### config.mk
export PLATFORM = sky130hd
export DESIGN_NAME = dest_forward_pipe
export DESIGN_NICKNAME = d
export VERILOG_FILES = /design/src/rtl/dest_forward_pipe.sv
export SDC_FILE = /design/constraint.sdc
export NUM_CORES = 1
export LEC_CHECK = 0
export CAP_MARGIN = 30
export CORE_ASPECT_RATIO = 0.75
export CORE_UTILIZATION = 39
export CTS_CLUSTER_SIZE = 20
export DETAILED_ROUTE_END_ITERATION = 12
export PLACE_DENSITY = 0.88
export SETUP_SLACK_MARGIN = 0.15
export SKIP_CTS_REPAIR_TIMING = 1
export SYNTH_ARGS = -nofsm -noshare
export SYNTH_HDL_FRONTEND = slang
export SYNTH_SLANG_ARGS = --single-unit
### constraint.sdc
create_clock -name clk -period 3.12 [get_ports clk]
set_clock_uncertainty 0.05 [all_clocks]
set_input_delay 0.624 -clock clk [delete_from_list [all_inputs] [get_ports clk]]
set_output_delay 0.624 -clock clk [all_outputs]
set_load 0.01 [all_outputs]
### src/rtl/dest_forward_pipe.sv
// dest_forward_pipe: EX/MEM and MEM/WB destination tracking, register-file
// write port, operand-forwarding selects and load-use hazard detection.
module dest_forward_pipe #(
    parameter int unsigned DW = 32,
    parameter int unsigned AW = 5
) (
    input  logic          clk,
    input  logic          rst,
    input  logic          stall,
    input  logic          flush,
    input  logic [AW-1:0] ex_dest,
    input  logic          ex_regwrite,
    input  logic          ex_memread,
    input  logic [DW-1:0] ex_result,
    input  logic [AW-1:0] ex_rs,
    input  logic [AW-1:0] ex_rt,
    input  logic [AW-1:0] id_rs,
    input  logic [AW-1:0] id_rt,
    input  logic [DW-1:0] mem_rdata,
    output logic [1:0]    fwd_a_sel,
    output logic [1:0]    fwd_b_sel,
    output logic [DW-1:0] fwd_mem_data,
    output logic [DW-1:0] fwd_wb_data,
    output logic          load_use,
    output logic          wb_we,
    output logic [AW-1:0] wb_addr,
    output logic [DW-1:0] wb_data
);

    localparam logic [1:0] SEL_RF  = 2'b00;
    localparam logic [1:0] SEL_MEM = 2'b10;
    localparam logic [1:0] SEL_WB  = 2'b01;

    // EX/MEM pipeline register
    logic [AW-1:0] mem_dest;
    logic          mem_regwrite;
    logic          mem_memread;
    logic [DW-1:0] mem_result;

    // MEM/WB pipeline register
    logic [AW-1:0] wb_dest;
    logic          wb_regwrite;
    logic [DW-1:0] wb_data_q;

    // Qualified forwarding sources
    logic          mem_fwd_ok;
    logic          wb_fwd_ok;

    // EX/MEM register: stall holds, flush inserts a bubble, else capture EX
    always_ff @(posedge clk or posedge rst) begin
        if (rst) begin
            mem_dest     <= '0;
            mem_regwrite <= 1'b0;
            mem_memread  <= 1'b0;
            mem_result   <= '0;
        end else if (!stall) begin
            if (flush) begin
                mem_dest     <= '0;
                mem_regwrite <= 1'b0;
                mem_memread  <= 1'b0;
                mem_result   <= '0;
            end else begin
                mem_dest     <= ex_dest;
                mem_regwrite <= ex_regwrite;
                mem_memread  <= ex_memread;
                mem_result   <= ex_result;
            end
        end
    end

    // MEM/WB register: loads pick memory read data, everything else the ALU result
    always_ff @(posedge clk or posedge rst) begin
        if (rst) begin
            wb_dest     <= '0;
            wb_regwrite <= 1'b0;
            wb_data_q   <= '0;
        end else if (!stall) begin
            wb_dest     <= mem_dest;
            wb_regwrite <= mem_regwrite;
            wb_data_q   <= mem_memread ? mem_rdata : mem_result;
        end
    end

    // A load in MEM has no data yet, so it is never a MEM forwarding source
    assign mem_fwd_ok = mem_regwrite && !mem_memread && (mem_dest != '0);
    assign wb_fwd_ok  = wb_regwrite && (wb_dest != '0);

    // Operand A select: the younger MEM producer shadows WB
    always_comb begin
        fwd_a_sel = SEL_RF;
        if (mem_fwd_ok && (mem_dest == ex_rs)) begin
            fwd_a_sel = SEL_MEM;
        end else if (wb_fwd_ok && (wb_dest == ex_rs)) begin
            fwd_a_sel = SEL_WB;
        end
    end

    // Operand B select: the younger MEM producer shadows WB
    always_comb begin
        fwd_b_sel = SEL_RF;
        if (mem_fwd_ok && (mem_dest == ex_rt)) begin
            fwd_b_sel = SEL_MEM;
        end else if (wb_fwd_ok && (wb_dest == ex_rt)) begin
            fwd_b_sel = SEL_WB;
        end
    end

    // Load in EX feeding the ID instruction needs a one-cycle bubble
    assign load_use = ex_memread && (ex_dest != '0) &&
                      ((ex_dest == id_rs) || (ex_dest == id_rt));

    // Register-file write port; r0 is hardwired and never written
    assign wb_we        = wb_regwrite && (wb_dest != '0);
    assign wb_addr      = wb_dest;
    assign wb_data      = wb_data_q;
    assign fwd_mem_data = mem_result;
    assign fwd_wb_data  = wb_data_q;

endmodule

-- Yosys cells after proc, flatten, opt, wreduce, memory -nomap -nowiden
Index checks and enable logic that the tools add are counted.
- eq/ne operators: 6
- multiplexer cells: 9
- reductions and logical operators: 14
- operator list (operator ; number):
    32-bit 2-to-1 mux ; 2
    5-bit == test ; 6
    5-bit nonzero test ; 3
    1-bit logical AND ; 9
    5-bit 2-to-1 mux ; 1
    1-bit 2-to-1 mux ; 4
    2-bit 2-to-1 mux ; 2
    1-bit zero test ; 1
    1-bit logical OR ; 1
- register bits after elaboration: 77
- output and inout bits: 107
- logic and storage cells: 36

-- Longest topological paths before layout
Gate-level depths: netlist of the first run.
- depth after elaboration: 5
- mapped depth: 5
- depth with buffers taken out: 4

-- Worst setup path after synthesis of the first run
No wires, ideal clock.
- path type: reg-to-output
- from: register mem_dest[1]
- to: output fwd_a_sel[0]
- data arrival time: 1.554 ns
- required time: 2.446 ns
- path slack: 0.892 ns
- stages on the path, launching flop included: 5
- buffers on the path: 0
- cells stage by stage: dfrtp_1 or4_1 o21ai_2 nor4_1 nor4_2
- cells in the longest elaborated chain, start to end: 4
- elaborated cells between the ends (all ways): 5
- classes of those cells: eq/ne (1); mux (1); reduce/logical (3)
- ends and longest elaborated chain (item ; RTL line ; source):
    from (decl) ; 35 ; logic [AW-1:0] mem_dest;
    from (signal assigned) ; 63 ; mem_dest <= ex_dest;
    5-bit nonzero test ; 85 ; assign mem_fwd_ok = mem_regwrite && !mem_memread && (mem_dest != '0);
    1-bit logical AND ; 85 ;
    1-bit logical AND (*) ; 91 ; if (mem_fwd_ok && (mem_dest == ex_rs)) begin
    2-bit 2-to-1 mux (*) ; 91 ;
    to (decl) ; 20 ; output logic [1:0] fwd_a_sel,
Mark *: on every way between the ends. The rest lies on a longest branch, timed or not.

-- Worst setup path after layout of the first run
Ends and elaborated chain as after synthesis.

==> reports/results.ini, run 1 <==
[status]
outcome = completed

[global_routing]
grt_pass1_vias = 3214
grt_pass1_wl_mm = 15.9
grt_max_degree = 57
grt-ovfl-total = 0
groute.usage.overall_pct = 21.1
antenna_found_initial = 0

[clock_network]
clock_path_buffers = 2
clkLatencyLatePin_ns = 0.32
root_buffer = clkbuf_16
htree_levels = 3
path_clk_slew_ns = 0.05
cts_tree = built
cts.sinks = 77
numCtsBuffers = 9

[critical_path]
cp-start-kind = register
reg2reg_setup_slack_ns = 1.68
r2r_start = mem_memread
rr_worst_depth = 3
required_ns = 2.45
reg2reg_to = fwd_wb_data[19]
arrival_ns = 2.26
cp_max_fo = 5
critPathCaptureType = primary output
crit_type = reg2out

[timing]
final_max_slew_viol_count = 0
fmax_mhz = 341
timing.final.crit_period_ns = 2.93
post-route-period-util_pct = 93.9
setup_viol = 0
hold_violations = 0
grt_setup_unrepaired = no
max_slew_margin_pct = 53.9
fin_hold_ws_ns = 0.460
worstMarginPinSlew_ns = 0.691

[yosys]
synthAdderAreaFrac_pct = 0
synth_edf_count = 0
synth_area_leaders = dfrtp_1 (52%), a22o_1 (9.1%), mux2i_1 (8.7%), buf_4 (6.5%), xor2_1 (4.8%)
ys_seq_area_share_pct = 52.4
synth_top_area_share_pct = 52.4
synth_seq_cells = 77
yosysMostFrequentCell = dfrtp_1
netlist_top_cells_count = dfrtp_1 (77), a22o_1 (38), nand2_1 (33)
synth_compound_area_share_pct = 14.2
synth_xor_area_share_pct = 7.15
yosysTopAreaCell = dfrtp_1
synth_nets = 420
synthSimpleGateAreaFrac_pct = 6.67
synth_top_family_by_area = compound AO/OA/AOI/OAI gates
syn-instance-count = 325
ys.flop_type = dfrtp_1
synthMuxAreaShare_pct = 10.6
synthDistinctLibCells = 24
syn-cell-area_um2 = 3680
async_flop_share_pct = 100
ys.warnings.count = 0
synth.avg_cell_area_um2 = 11.3

[power_and_ir_drop]
total_leakage_power_nw = 2.56
power_density_nw_per_um2 = 504
peakVddDrop_mv = 0.330

[routing]
drcViolationCount = 0
ant_nets = 0
vias = 3113
avgRoutedWirePerCell_um = 16.7
drt_first_pass_iters = 4
drt-initial-drc-count = 127
wl_mm = 10.4
via_per_inst = 4.98

[layout]
final_cell_count_no_fill = 625
final_nets = 587
nFillCells = 718
syn_to_final_growth_pct = 61.1
drive_above_1_share_pct = 7.44
n_antenna_cell = 0
fin_area_um2 = 5920
fin_util_pct = 65.2

[place]
dp.cells = 609
place_area_um2 = 5580
gp_congestion = 0.922
dp_hpwl_mm = 7.53
port_buffers = 201

[min_path]
worstHoldPathCells = 1
hp-start = wb_regwrite
hold_path.class = reg2reg
min_to = wb_regwrite

[floorplanning]
core_area_um2 = 9080
io_pins = 202
std_cell_rows = 30
fp.dieH_um = 86.1
die_w_um = 114
start_util_pct = 40.5
die-area_um2 = 9820

[job]
maxCapViolations = 0

critical path, cell delays in order (launching register included):
cell            delay (ns)
dfrtp_1               0.48
or4_1                 0.58
o21ai_2               0.23
nor4_4                0.09
nor4_2                0.36
dlymetal6s2s_1        0.21
power by group:
| part | internal, W | total (W) | switching, W |
|---|---|---|---|
| logic | 0.000459 | 0.000758 | 0.000299 |
| clock network | 0.000642 | 0.00103 | 0.000388 |
| registers | 0.00110 | 0.00119 | 0.0000957 |
| total | 0.00220 | 0.00298 | 0.000783 |
metal layers:
metal	GRT usage [%]	vias to the layer above	share of wire, %
met1	26.7	1522	42
li1	-	1453	-
met4	5.90	0	1.4
met3	6.08	13	6.4
met5	0	-	0
met2	35.4	125	50
logic make-up (layout without fill, tap and decap cells):
family                 count (synthesis)  after routing
AND/OR/NAND/NOR                       51             51
AO/OA/AOI/OAI                         75             75
buffers and inverters                 54            226
XOR/XNOR                              30             30
multiplexers                          38             38
flip-flops                            77             77
state kept, by name (all words and copies together), names as in the netlist:
signal and flops:
fwd_mem_data 32, fwd_wb_data 32, mem_dest 5, wb_addr 5, mem_memread 1, mem_regwrite 1
wb_regwrite 1
layout by cell type, fill, tap and decap left out, types with 2 or more instances in the layout:
| cell type | instances |
|---|---|
| a22o_1 | 38 |
| nor4_2 | 3 |
| clkinv_2 | 2 |
| dlymetal6s2s_1 | 5 |
| clkdlybuf4s50_1 | 195 |
| mux2i_1 | 32 |
| o21ai_1 | 18 |
| buf_4 | 8 |
| nand2_1 | 33 |
| mux2_2 | 6 |
| nor3_1 | 2 |
| clkinv_4 | 2 |
| clkbuf_16 | 9 |
| xor2_1 | 20 |
| o21ai_0 | 17 |
| nand3_1 | 4 |
| xnor2_1 | 10 |
| or4_1 | 5 |
| dfrtp_1 | 76 |
final cells by class:
class	instances	area [um^2]	area share, %
repair buffers	208	2070	35.0
multi-input cells	194	1450	24.4
inverters	2	8.76	0.148
clock buffers	11	243	4.10
flip-flops and latches	77	1930	32.6
clock inverters	5	60.1	1.01
well taps	128	160	2.70
per-stage QoR:
step / worst slack (ns) / power (W) / TNS, ns
after global placement: -0.00812 / 0.00194 / -0.00812
after detailed placement: -0.0914 / 0.00197 / -0.129
after floorplan: 0.479 / 0.00155 / 0
final: 0.190 / 0.00298 / 0
after CTS: -0.0847 / 0.00302 / -0.137
after global routing: 0.0914 / 0.00313 / 0
worst max-delay path by stage:
stage	end	slack, ns	start
after floorplan	fwd_mem_data[0]	0.48	rst
after global placement	fwd_b_sel[0]	-0.008	ex_rt[4]
after detailed placement	fwd_a_sel[0]	-0.09	ex_rs[4]
after CTS	fwd_a_sel[0]	-0.08	ex_rs[4]
after global routing	fwd_a_sel[0]	0.09	mem_dest[1]
final	fwd_a_sel[0]	0.19	mem_dest[1]
No activity file was read; power rests on OpenSTA's default activity.
==> inputs of run 2 (changes only) <==
--- a/config.mk
+++ b/config.mk
@@ -7,10 +7,10 @@
 export LEC_CHECK = 0
 export CAP_MARGIN = 30
 export CORE_ASPECT_RATIO = 0.75
-export CORE_UTILIZATION = 39
+export CORE_UTILIZATION = 42
 export CTS_CLUSTER_SIZE = 20
 export DETAILED_ROUTE_END_ITERATION = 12
-export PLACE_DENSITY = 0.88
+export PLACE_DENSITY = 0.93
 export SETUP_SLACK_MARGIN = 0.15
 export SKIP_CTS_REPAIR_TIMING = 1
 export SYNTH_ARGS = -nofsm -noshare
==> constraint.sdc (replaced) <==
create_clock -name clk -period 3.55 [get_ports clk]
set_clock_uncertainty 0.05 [all_clocks]
set_input_delay 0.71 -clock clk [delete_from_list [all_inputs] [get_ports clk]]
set_output_delay 0.71 -clock clk [all_outputs]
set_load 0.01 [all_outputs]
==> run 2 against run 1 <==
Effect of this change: worst setup slack improved by 0.027 ns; combinational power decreased by 13%; via count hardly changed; first-iteration DRC count grew 9.4%; core utilization grew 3.7 points; wire length up 0.30%; sequential cell count unchanged; register-to-register slack improved by 0.42 ns; global-route usage is 2.5 points higher; critical path depth did not move; hold slack better by 0.0011 ns; die area is 7.0% lower; largest power group unchanged; highest routed layer unchanged.
==> reports/results.ini, run 2 (same netlist as run 1, synthesis figures left out) <==
[status]
outcome = completed

[global_routing]
grt-ovfl-total = 0
groute.usage.overall_pct = 23.6
grt_max_degree = 66
grt_pass1_wl_mm = 16.6
grt_pass1_vias = 3304
antenna_found_initial = 0

[critical_path]
cp_common_cell = clkdlybuf4s50_1
cp-start-kind = input pin
arrival_ns = 2.57
critPathCaptureType = primary output
crit_path_max_incr_delay_ns = 0.58
required_ns = 2.79
critPathTopFamily = buffers and inverters
path_cells = clkdlybuf4s50_1 -> xor2_1 -> or4_1 -> nor4_2 -> clkdlybuf4s50_1
path_buf_inv = 2
cp_max_fo = 2
crit_type = in2out
crit_path_top_delay_cell = clkdlybuf4s50_1

[power_and_ir_drop]
intPower_w = 0.00193
seqPwrFrac_pct = 40.1
power.switching_w = 0.000687
total_leakage_power_nw = 2.46
pwr-share-clk_pct = 34.6
switching_share_pct = 26.2
power_density_nw_per_um2 = 448
combPwrFrac_pct = 25.2
peakVddDrop_mv = 0.272

[timing]
timing.final.crit_period_ns = 3.33
grt_setup_unrepaired = no
tns_ns = 0
fmax_mhz = 300
worstMarginPinSlew_ns = 1.01
final_max_slew_viol_count = 0
max_slew_margin_pct = 32.7
post-route-period-util_pct = 93.9
hold_violations = 0
fin_hold_ws_ns = 0.461
setup_viol = 0

[place]
place_area_um2 = 5540
gp_congestion = 0.858
port_buffers = 201
dp_hpwl_mm = 7.53

[clock_network]
path_clk_slew_ns = 0.05
htree_levels = 3
cts.sinks = 77
numCtsBuffers = 9
clkLatencyLatePin_ns = 0.31
cts_tree = built
clock_path_buffers = 2
root_buffer = clkbuf_16

[routing]
drcViolationCount = 0
avgRoutedWirePerCell_um = 17.4
vias = 3115
wl_mm = 10.5
ant_nets = 0
drt-initial-drc-count = 139
via_per_inst = 5.18
drt_first_pass_iters = 4

[floorplanning]
die-area_um2 = 9130
core_area_um2 = 8490
io_pins = 202
die_w_um = 110
fp.dieH_um = 83.0
start_util_pct = 43.3
std_cell_rows = 29

[layout]
final_cell_mix = clkdlybuf4s50_1 (199), dfrtp_1 (76), a22o_1 (38)
nFillCells = 646
n_antenna_cell = 0
fin_area_um2 = 5850
drive_above_1_share_pct = 6.49
final_nets = 583
syn_to_final_growth_pct = 59.2
final_common_cell = clkdlybuf4s50_1

[job]
maxCapViolations = 0

[min_path]
hold_path.class = reg2reg

## run 2: area by class of cell
type,instances,area [um^2],area share (%)
inverters,2,8.76,0.150
clock buffers,11,243,4.15
flip-flops and latches,77,1930,32.9
clock inverters,5,58.8,1.00
well taps,108,135,2.31
repair buffers,204,2050,35.0
multi-input cells,194,1430,24.5
## run 2: final timing paths
kind	cells past startpoint	startpoint	slack [ns]	to
worst max-delay path	5	ex_rs[4]	0.22	fwd_a_sel[0]
worst min-delay path	1	wb_regwrite	0.46	wb_regwrite
worst max register to register	3	mem_memread	2.10	fwd_wb_data[12]
worst min register to register	1	wb_regwrite	0.46	wb_regwrite
max in group asynchronous	3	rst	2.04	mem_memread
min in group asynchronous	2	rst	0.76	fwd_mem_data[20]
## run 2: layer usage
metal	wire (um)	part of all wire (%)	vias to the layer above	GRT usage [%]
met5	0	0	-	0
met3	700	6.7	17	6.28
met1	4300	41	1530	28.8
li1	-	-	1439	-
met4	205	2.0	0	8.12
met2	5260	50	129	40.0
## run 2: per-stage QoR
step	power [W]	instances	setup WS, ns	utilization [%]
floorplan	0.00136	325	0.823	-
global placement	0.00171	585	0.229	65.3
detailed placement	0.00173	585	0.129	65.3
CTS	0.00265	601	0.0612	68.8
global route	0.00274	601	0.181	68.9
finish	0.00262	601	0.217	68.9
## run 2: power by group through the flow
stage	combinational, W	sequential (W)	clock (W)
floorplan	0.000275	0.00108	0
global placement	0.000645	0.00106	0
detailed placement	0.000663	0.00107	0
CTS	0.000666	0.00105	0.000931
global route	0.000709	0.00106	0.000970
finish	0.000662	0.00105	0.000907
## run 2: worst register-to-register path: cells and delay by family (launching register included)
kind,cells,cell delay [ns]
AO/OA/AOI/OAI,1,0.10
multiplexers,1,0.28
buffers and inverters,1,0.51
flip-flops,1,0.36
==> inputs of run 3 (changes only) <==
--- a/config.mk
+++ b/config.mk
@@ -5,11 +5,12 @@
 export SDC_FILE = /design/constraint.sdc
 export NUM_CORES = 1
 export LEC_CHECK = 0
-export CAP_MARGIN = 30
+export CAP_MARGIN = 20
 export CORE_ASPECT_RATIO = 0.75
 export CORE_UTILIZATION = 42
 export CTS_CLUSTER_SIZE = 20
 export DETAILED_ROUTE_END_ITERATION = 12
+export GPL_ROUTABILITY_DRIVEN = 0
 export PLACE_DENSITY = 0.93
 export SETUP_SLACK_MARGIN = 0.15
 export SKIP_CTS_REPAIR_TIMING = 1
==> results of run 3 <==
The final DEF is identical to that of run 2; final timing and power are the same.
